File: src/rtl/operand_fetch_pkg.sv
// Shared definitions for the operand fetch stage: opcodes, ALU select codes,
// control FSM states and the instruction word layout.
// Imported by the control block (operand_fetch) and register file.
package operand_fetch_pkg;

  // Register address width (8 general registers)
  localparam int ADDR_W = 3;

  // Opcodes; everything above OP_OR is undefined
  localparam logic [7:0] OP_LOADI = 8'h00;
  localparam logic [7:0] OP_MOV   = 8'h01;
  localparam logic [7:0] OP_ADD   = 8'h02;
  localparam logic [7:0] OP_SUB   = 8'h03;
  localparam logic [7:0] OP_AND   = 8'h04;
  localparam logic [7:0] OP_OR    = 8'h05;

  // ALU operation select codes
  localparam logic [2:0] SEL_FWD = 3'b000;  // result = operand 2
  localparam logic [2:0] SEL_ADD = 3'b001;
  localparam logic [2:0] SEL_AND = 3'b010;
  localparam logic [2:0] SEL_OR  = 3'b011;

  // Control FSM states
  typedef enum logic [1:0] {
    ST_IDLE   = 2'd0,
    ST_DECODE = 2'd1,
    ST_EXEC   = 2'd2
  } state_t;

  // Instruction word layout; IMM overlays {rsvd_c, src2}
  typedef struct packed {
    logic [7:0]        opcode;  // [31:24]
    logic [4:0]        rsvd_a;  // [23:19]
    logic [ADDR_W-1:0] dest;    // [18:16]
    logic [4:0]        rsvd_b;  // [15:11]
    logic [ADDR_W-1:0] src1;    // [10:8]
    logic [4:0]        rsvd_c;  // [7:3]
    logic [ADDR_W-1:0] src2;    // [2:0]
  } instr_t;

endpackage

File: src/rtl/operand_fetch_reg_file.sv
// General register file: REG_COUNT x DATA_WIDTH, two read ports, one debug read port, one write port.
// Latency: reads are combinational; a write lands on the rising edge with we high.
// Backpressure: none, always accepts a write.
// Ports: clk/rst (async active-high), we/waddr/wdata write port, raddr1/rdata1 and
//        raddr2/rdata2 operand read ports, dbg_addr/dbg_data debug read port.
module operand_fetch_reg_file
  import operand_fetch_pkg::*;
#(
  parameter int DATA_WIDTH = 8,
  parameter int REG_COUNT  = 8
) (
  input  logic                  clk,
  input  logic                  rst,
  input  logic                  we,
  input  logic [ADDR_W-1:0]     waddr,
  input  logic [DATA_WIDTH-1:0] wdata,
  input  logic [ADDR_W-1:0]     raddr1,
  output logic [DATA_WIDTH-1:0] rdata1,
  input  logic [ADDR_W-1:0]     raddr2,
  output logic [DATA_WIDTH-1:0] rdata2,
  input  logic [ADDR_W-1:0]     dbg_addr,
  output logic [DATA_WIDTH-1:0] dbg_data
);

  logic [DATA_WIDTH-1:0] regs [REG_COUNT];

  always_ff @(posedge clk or posedge rst) begin
    if (rst) begin
      for (int i = 0; i < REG_COUNT; i++) begin
        regs[i] <= '0;
      end
    end else if (we) begin
      regs[waddr] <= wdata;
    end
  end

  assign rdata1   = regs[raddr1];
  assign rdata2   = regs[raddr2];
  assign dbg_data = regs[dbg_addr];

endmodule

File: src/rtl/operand_fetch.sv
// Operand fetch stage: accepts an instruction, reads operands, drives the ALU and writes back its result.
// Latency: accept at edge N, operands registered at N+1, write-back at N+2; one instruction per 3 cycles.
// Backpressure: INSTR_READY is high only in IDLE; INSTR_VALID is ignored otherwise.
// Ports: CLK, RESET (async active-high); INSTRUCTION/INSTR_VALID/INSTR_READY instruction handshake;
//        DATA1/DATA2/SELECT to the ALU, ALU_RESULT back; ILLEGAL pulse; DBG_ADDR/DBG_DATA debug read.
module operand_fetch
  import operand_fetch_pkg::*;
#(
  parameter int DATA_WIDTH = 8,
  parameter int REG_COUNT  = 8
) (
  input  logic                  CLK,
  input  logic                  RESET,
  input  logic [31:0]           INSTRUCTION,
  input  logic                  INSTR_VALID,
  output logic                  INSTR_READY,
  output logic [DATA_WIDTH-1:0] DATA1,
  output logic [DATA_WIDTH-1:0] DATA2,
  output logic [2:0]            SELECT,
  input  logic [DATA_WIDTH-1:0] ALU_RESULT,
  output logic                  ILLEGAL,
  input  logic [ADDR_W-1:0]     DBG_ADDR,
  output logic [DATA_WIDTH-1:0] DBG_DATA
);

  state_t state, state_nxt;
  instr_t ir;

  logic [DATA_WIDTH-1:0] rd1, rd2, neg_rd2;
  logic [DATA_WIDTH-1:0] dec_d1, dec_d2;
  logic [2:0]            dec_sel;
  logic                  dec_legal;
  logic [7:0]            imm;

  logic accept, rf_we, load_ops, set_illegal;

  // Reserved instruction fields carry no meaning in this stage
  logic ir_unused;
  assign ir_unused = ^{ir.rsvd_a, ir.rsvd_b};

  assign accept  = INSTR_VALID & INSTR_READY;
  assign imm     = {ir.rsvd_c, ir.src2};
  // Two's-complement negation wraps, so 0x00 -> 0x00 and 0x80 -> 0x80
  assign neg_rd2 = ~rd2 + DATA_WIDTH'(1);

  // ---------------------------------------------------------------------------
  // Register file. Operands are read from IR while in DECODE, so a write at
  // the end of EXEC is always visible to the next instruction.
  // ---------------------------------------------------------------------------
  operand_fetch_reg_file #(
    .DATA_WIDTH (DATA_WIDTH),
    .REG_COUNT  (REG_COUNT)
  ) reg_file (
    .clk      (CLK),
    .rst      (RESET),
    .we       (rf_we),
    .waddr    (ir.dest),
    .wdata    (ALU_RESULT),
    .raddr1   (ir.src1),
    .rdata1   (rd1),
    .raddr2   (ir.src2),
    .rdata2   (rd2),
    .dbg_addr (DBG_ADDR),
    .dbg_data (DBG_DATA)
  );

  // ---------------------------------------------------------------------------
  // Opcode decode
  // ---------------------------------------------------------------------------
  always_comb begin
    dec_legal = 1'b1;
    dec_sel   = SEL_FWD;
    dec_d1    = '0;
    dec_d2    = '0;
    case (ir.opcode)
      OP_LOADI: dec_d2 = DATA_WIDTH'(imm);
      OP_MOV:   dec_d2 = rd2;
      OP_ADD: begin
        dec_sel = SEL_ADD;
        dec_d1  = rd1;
        dec_d2  = rd2;
      end
      OP_SUB: begin
        // Subtraction reuses the adder with a negated second operand
        dec_sel = SEL_ADD;
        dec_d1  = rd1;
        dec_d2  = neg_rd2;
      end
      OP_AND: begin
        dec_sel = SEL_AND;
        dec_d1  = rd1;
        dec_d2  = rd2;
      end
      OP_OR: begin
        dec_sel = SEL_OR;
        dec_d1  = rd1;
        dec_d2  = rd2;
      end
      default: dec_legal = 1'b0;
    endcase
  end

  // ---------------------------------------------------------------------------
  // Control FSM: state register
  // ---------------------------------------------------------------------------
  always_ff @(posedge CLK or posedge RESET) begin
    if (RESET) begin
      state <= ST_IDLE;
    end else begin
      state <= state_nxt;
    end
  end

  // Control FSM: next state
  always_comb begin
    state_nxt = state;
    case (state)
      ST_IDLE:   if (INSTR_VALID) state_nxt = ST_DECODE;
      ST_DECODE: state_nxt = dec_legal ? ST_EXEC : ST_IDLE;
      ST_EXEC:   state_nxt = ST_IDLE;
      default:   state_nxt = ST_IDLE;
    endcase
  end

  // Control FSM: outputs
  always_comb begin
    INSTR_READY = 1'b0;
    rf_we       = 1'b0;
    load_ops    = 1'b0;
    set_illegal = 1'b0;
    case (state)
      ST_IDLE:   INSTR_READY = 1'b1;
      ST_DECODE: begin
        load_ops    = dec_legal;
        set_illegal = ~dec_legal;
      end
      ST_EXEC:   rf_we = 1'b1;
      default:   ;
    endcase
  end

  // ---------------------------------------------------------------------------
  // Datapath registers. ALU operands hold their value until the next legal
  // instruction leaves DECODE; an illegal opcode only raises ILLEGAL.
  // ---------------------------------------------------------------------------
  always_ff @(posedge CLK or posedge RESET) begin
    if (RESET) begin
      ir      <= '0;
      DATA1   <= '0;
      DATA2   <= '0;
      SELECT  <= SEL_FWD;
      ILLEGAL <= 1'b0;
    end else begin
      ILLEGAL <= set_illegal;
      if (accept) begin
        ir <= instr_t'(INSTRUCTION);
      end
      if (load_ops) begin
        DATA1  <= dec_d1;
        DATA2  <= dec_d2;
        SELECT <= dec_sel;
      end
    end
  end

endmodule

File: config.mk
export PLATFORM = sky130hd
export DESIGN_NAME = operand_fetch
export DESIGN_NICKNAME = d
export VERILOG_FILES = /design/src/rtl/operand_fetch_pkg.sv /design/src/rtl/operand_fetch_reg_file.sv /design/src/rtl/operand_fetch.sv
export SDC_FILE = /design/constraint.sdc
export NUM_CORES = 1
export LEC_CHECK = 0
export CORE_MARGIN = 2
export CORE_UTILIZATION = 55
export CTS_CLUSTER_DIAMETER = 120
export CTS_CLUSTER_SIZE = 30
export DETAILED_ROUTE_END_ITERATION = 16
export PLACE_DENSITY = 0.9
export SYNTH_ARGS = -nofsm -noshare
export SYNTH_HDL_FRONTEND = slang
export SYNTH_SLANG_ARGS = --single-unit
export TNS_END_PERCENT = 50
File: constraint.sdc
create_clock -name CLK -period 5.65 [get_ports CLK]
set_input_delay 1.695 -clock CLK [delete_from_list [all_inputs] [get_ports CLK]]
set_output_delay 1.695 -clock CLK [all_outputs]
set_load 0.01 [all_outputs]
==> out/metrics.yaml <==
status:
  status: "completed"
layout:
  drive_gt1_frac: 0.3235
  fin_cells: 612
  layout_common_cells: "107 x dfrtp_1, 74 x mux2_2, 63 x clkdlybuf4s50_1, 46 x mux4_2, 29 x nand2_1"
  design_area_um2: 6823
  synthToLayoutAreaGrowth_pct: 15.58
  fillerInstances: 760
  num_antenna_cells: 0
  fin_nets: 518
  final_common_cell: "dfrtp_1"
timing:
  maxSlewViolCount: 0
  rsz0062_at_grt: "false"
  final.setup.tns_ps: 0
  fin_crit_sh: 0.9559
  skew_ps: 11.30
  hold_viol_final: 0
  final.setup.worst_slack_ps: 249.4
  timing.final.crit_period_ps: 5401
  worst_pin_slew_ps: 1127
  relSlewSlack: 0.2490
  setup_viol_count_final: 0
  fmax_mhz: 185.2
logic_synthesis:
  synthArstFlopShare: 1.000
  synth-seq-cells: 107
  ys_seq_area_frac: 0.4536
  synthCells: 424
  synth_area_um2: 5903
  syn-num-nets: 471
  synth-edff-count: 0
  ys_types: 53
  synth-main-ff-cell: "dfrtp_1"
  syn_area_per_cell_um2: 13.92
  ys_warn_count: 0
pwr:
  pwr-share-clk: 0.249
  leakagePower_nw: 2.797
  net-switching-power_mw: 0.6335
  p_sw_frac: 0.3009
  pwr-share-comb: 0.265
  ir_drop_mv: 0.2012
  p_per_area_nw_per_um2: 308.6
  power.internal_mw: 1.472
  seqPwrFrac: 0.485
  fin_total_pwr_mw: 2.105
clock_tree:
  postCtsSetupRepairBufs: 0
  hold_buffers: 0
  cts.htree.levels: 3
  numCtsBuffers: 9
  clkTransAtPathRegs_ps: 90
  clock_sinks: 107
  clockBufferDepth: 2
  cts_root_buf: "clkbuf_8"
  clock_latency_ps: 390
  cts_resized: 0
  tritoncts: "done"
drt:
  drtPass1Iterations: 7
  num_vias: 4012
  drc: 0
  wl_per_cell_um: 23.63
  final_antenna_net_count: 0
  via_per_inst: 6.556
  drt_iter0_markers: 337
  wl_um: 14460
setup_path:
  worstPathArrival_ps: 3710
  end_kind: "output port"
  path_class: "primary input to output port"
  rr_worst_depth: 6
  r2r_end: "DATA2[6]"
  cp.required_ps: 3950
  crit_path_frequent_cell: "clkdlybuf4s50_1"
  critPathMaxStageDelay_ps: 540
  r2r_slack_ps: 2550
  crit_fanout: 16
  cp_cell_sequence: "clkdlybuf4s50_1 > buf_12 > mux4_2 > mux2_2 > clkdlybuf4s50_1"
  cpMaxStageDelayCell: "mux4_2"
  cp-start-kind: "primary input"
  timing.rr.start: "imm[0]"
global_routing:
  grt_pass1_wl_um: 23110
  grt_start_max_net_pins: 87
  grt_usage: 0.2682
  antenna_found_initial: 0
  grt_pass1_vias: 4142
  overflow: 0
die:
  core_um2: 10370
  rows: 37
  io_pins: 75
  fp.dieArea_um2: 11580
  die-width_um: 107.6
  initial_core_util: 0.5693
  dieHeight_um: 107.6
hold_path:
  hold_end: "DATA1[2]"
  hold_path_depth: 2
  hold_start: "DATA1[2]"
  hold_class: "flop to flop"
run:
  max_cap_viol_count: 0
place:
  placed_cell_area_um2: 6599
  portBuffers: 63
  post-place-ws_ps: 245.3
  place_congestion: 0.8845
  hpwl_um: 9656
  place_inst: 596
==> layout make-up <==
type                    instances  area (um2)  area share
multi-input cells             282        3064      0.4491
inverters                       5       21.27    0.003118
flip-flops and latches        107        2678      0.3924
clock buffers                  10       137.6     0.02017
clock inverters                 6       86.33     0.01265
well taps                     136       170.2     0.02494
repair buffers                 66       665.6     0.09756
==> registers in the layout, indices dropped and copies added, names as in the netlist <==
signal         count
SELECT             2
imm                8
ILLEGAL            1
ir                14
reg_file.regs     64
DATA1              8
state              2
DATA2              8
==> routing by layer <==
metal,up-vias,routed length [um],GRT usage
met1,2054,5680,0.3581
met3,31,1153,0.05569
met5,-,0,0
met2,219,7344,0.4470
li1,1708,-,-
met4,0,281,0.07875
==> through the flow <==
| step | hold WS, ps | util |
|---|---|---|
| after floorplan | 471.6 | - |
| after global placement | 454.4 | 0.6363 |
| after CTS | 506.2 | 0.6579 |
| after detailed placement | 477.9 | 0.6363 |
| after global routing | 538.2 | 0.6579 |
| final | 498.3 | 0.6579 |
==> cell usage after synthesis (all sizes together) (2+ instances only) <==
master,number,area (um2)
nor2,16,62.56
mux4,48,1089
nand2b,4,25.02
a2111oi,4,35.03
nand3,2,15.01
dfrtp,107,2678
clkbuf,17,63.81
a31oi,3,18.77
nor3,6,35.03
nor3b,3,32.53
nor4,2,18.77
nand2,30,115.1
a21oi,8,40.04
mux2,92,1036
buf,13,78.82
and2,3,18.77
mux2i,15,200.2
a221oi,3,26.28
nor2b,2,12.51
nor4b,3,32.53
inv,5,18.77
o21ai,17,85.08
nand3b,5,37.54
o22ai,2,12.51
==> worst max path at each step <==
stage	startpoint	end	slack (ps)	cells past startpoint
after detailed placement	DBG_ADDR[0]	DBG_DATA[6]	250	5
after floorplan	DBG_ADDR[0]	DBG_DATA[0]	730	4
final	DBG_ADDR[0]	DBG_DATA[2]	250	5
after global placement	DBG_ADDR[0]	DBG_DATA[0]	280	5
after CTS	DBG_ADDR[0]	DBG_DATA[6]	240	5
after global routing	DBG_ADDR[0]	DBG_DATA[6]	200	5
==> cell families (layout without fill, tap and decap cells) <==
| family | count (synthesis) | after routing | synth area share |
|---|---|---|---|
| muxes | 155 | 155 | 0.3938 |
| adders and majority gates | 1 | 1 | 0.002119 |
| AOI/OAI and AO/OA | 43 | 43 | 0.04536 |
| xor gates and xnor gates | 2 | 2 | 0.002968 |
| other | 1 | 1 | 0.0006353 |
| and+or+nand+nor | 80 | 80 | 0.07418 |
| buffers and inverters | 35 | 87 | 0.02734 |
| DFF | 107 | 107 | 0.4536 |
==> critical path: cells and delay by family <==
| family | cells | cell delay (ps) |
|---|---|---|
| buffers and inverters | 3 | 1180 |
| multiplexers | 2 | 830 |
==> power by group through the flow <==
stage               Combinational (mW)  Sequential, mW  Clock, mW
floorplan                        0.407           0.963          0
global placement                 0.532            1.02          0
detailed placement               0.555            1.03          0
CTS                              0.559            1.02      0.530
global route                     0.599            1.04      0.560
finish                           0.559            1.02      0.525
No activity file was read; power rests on OpenSTA's default activity.
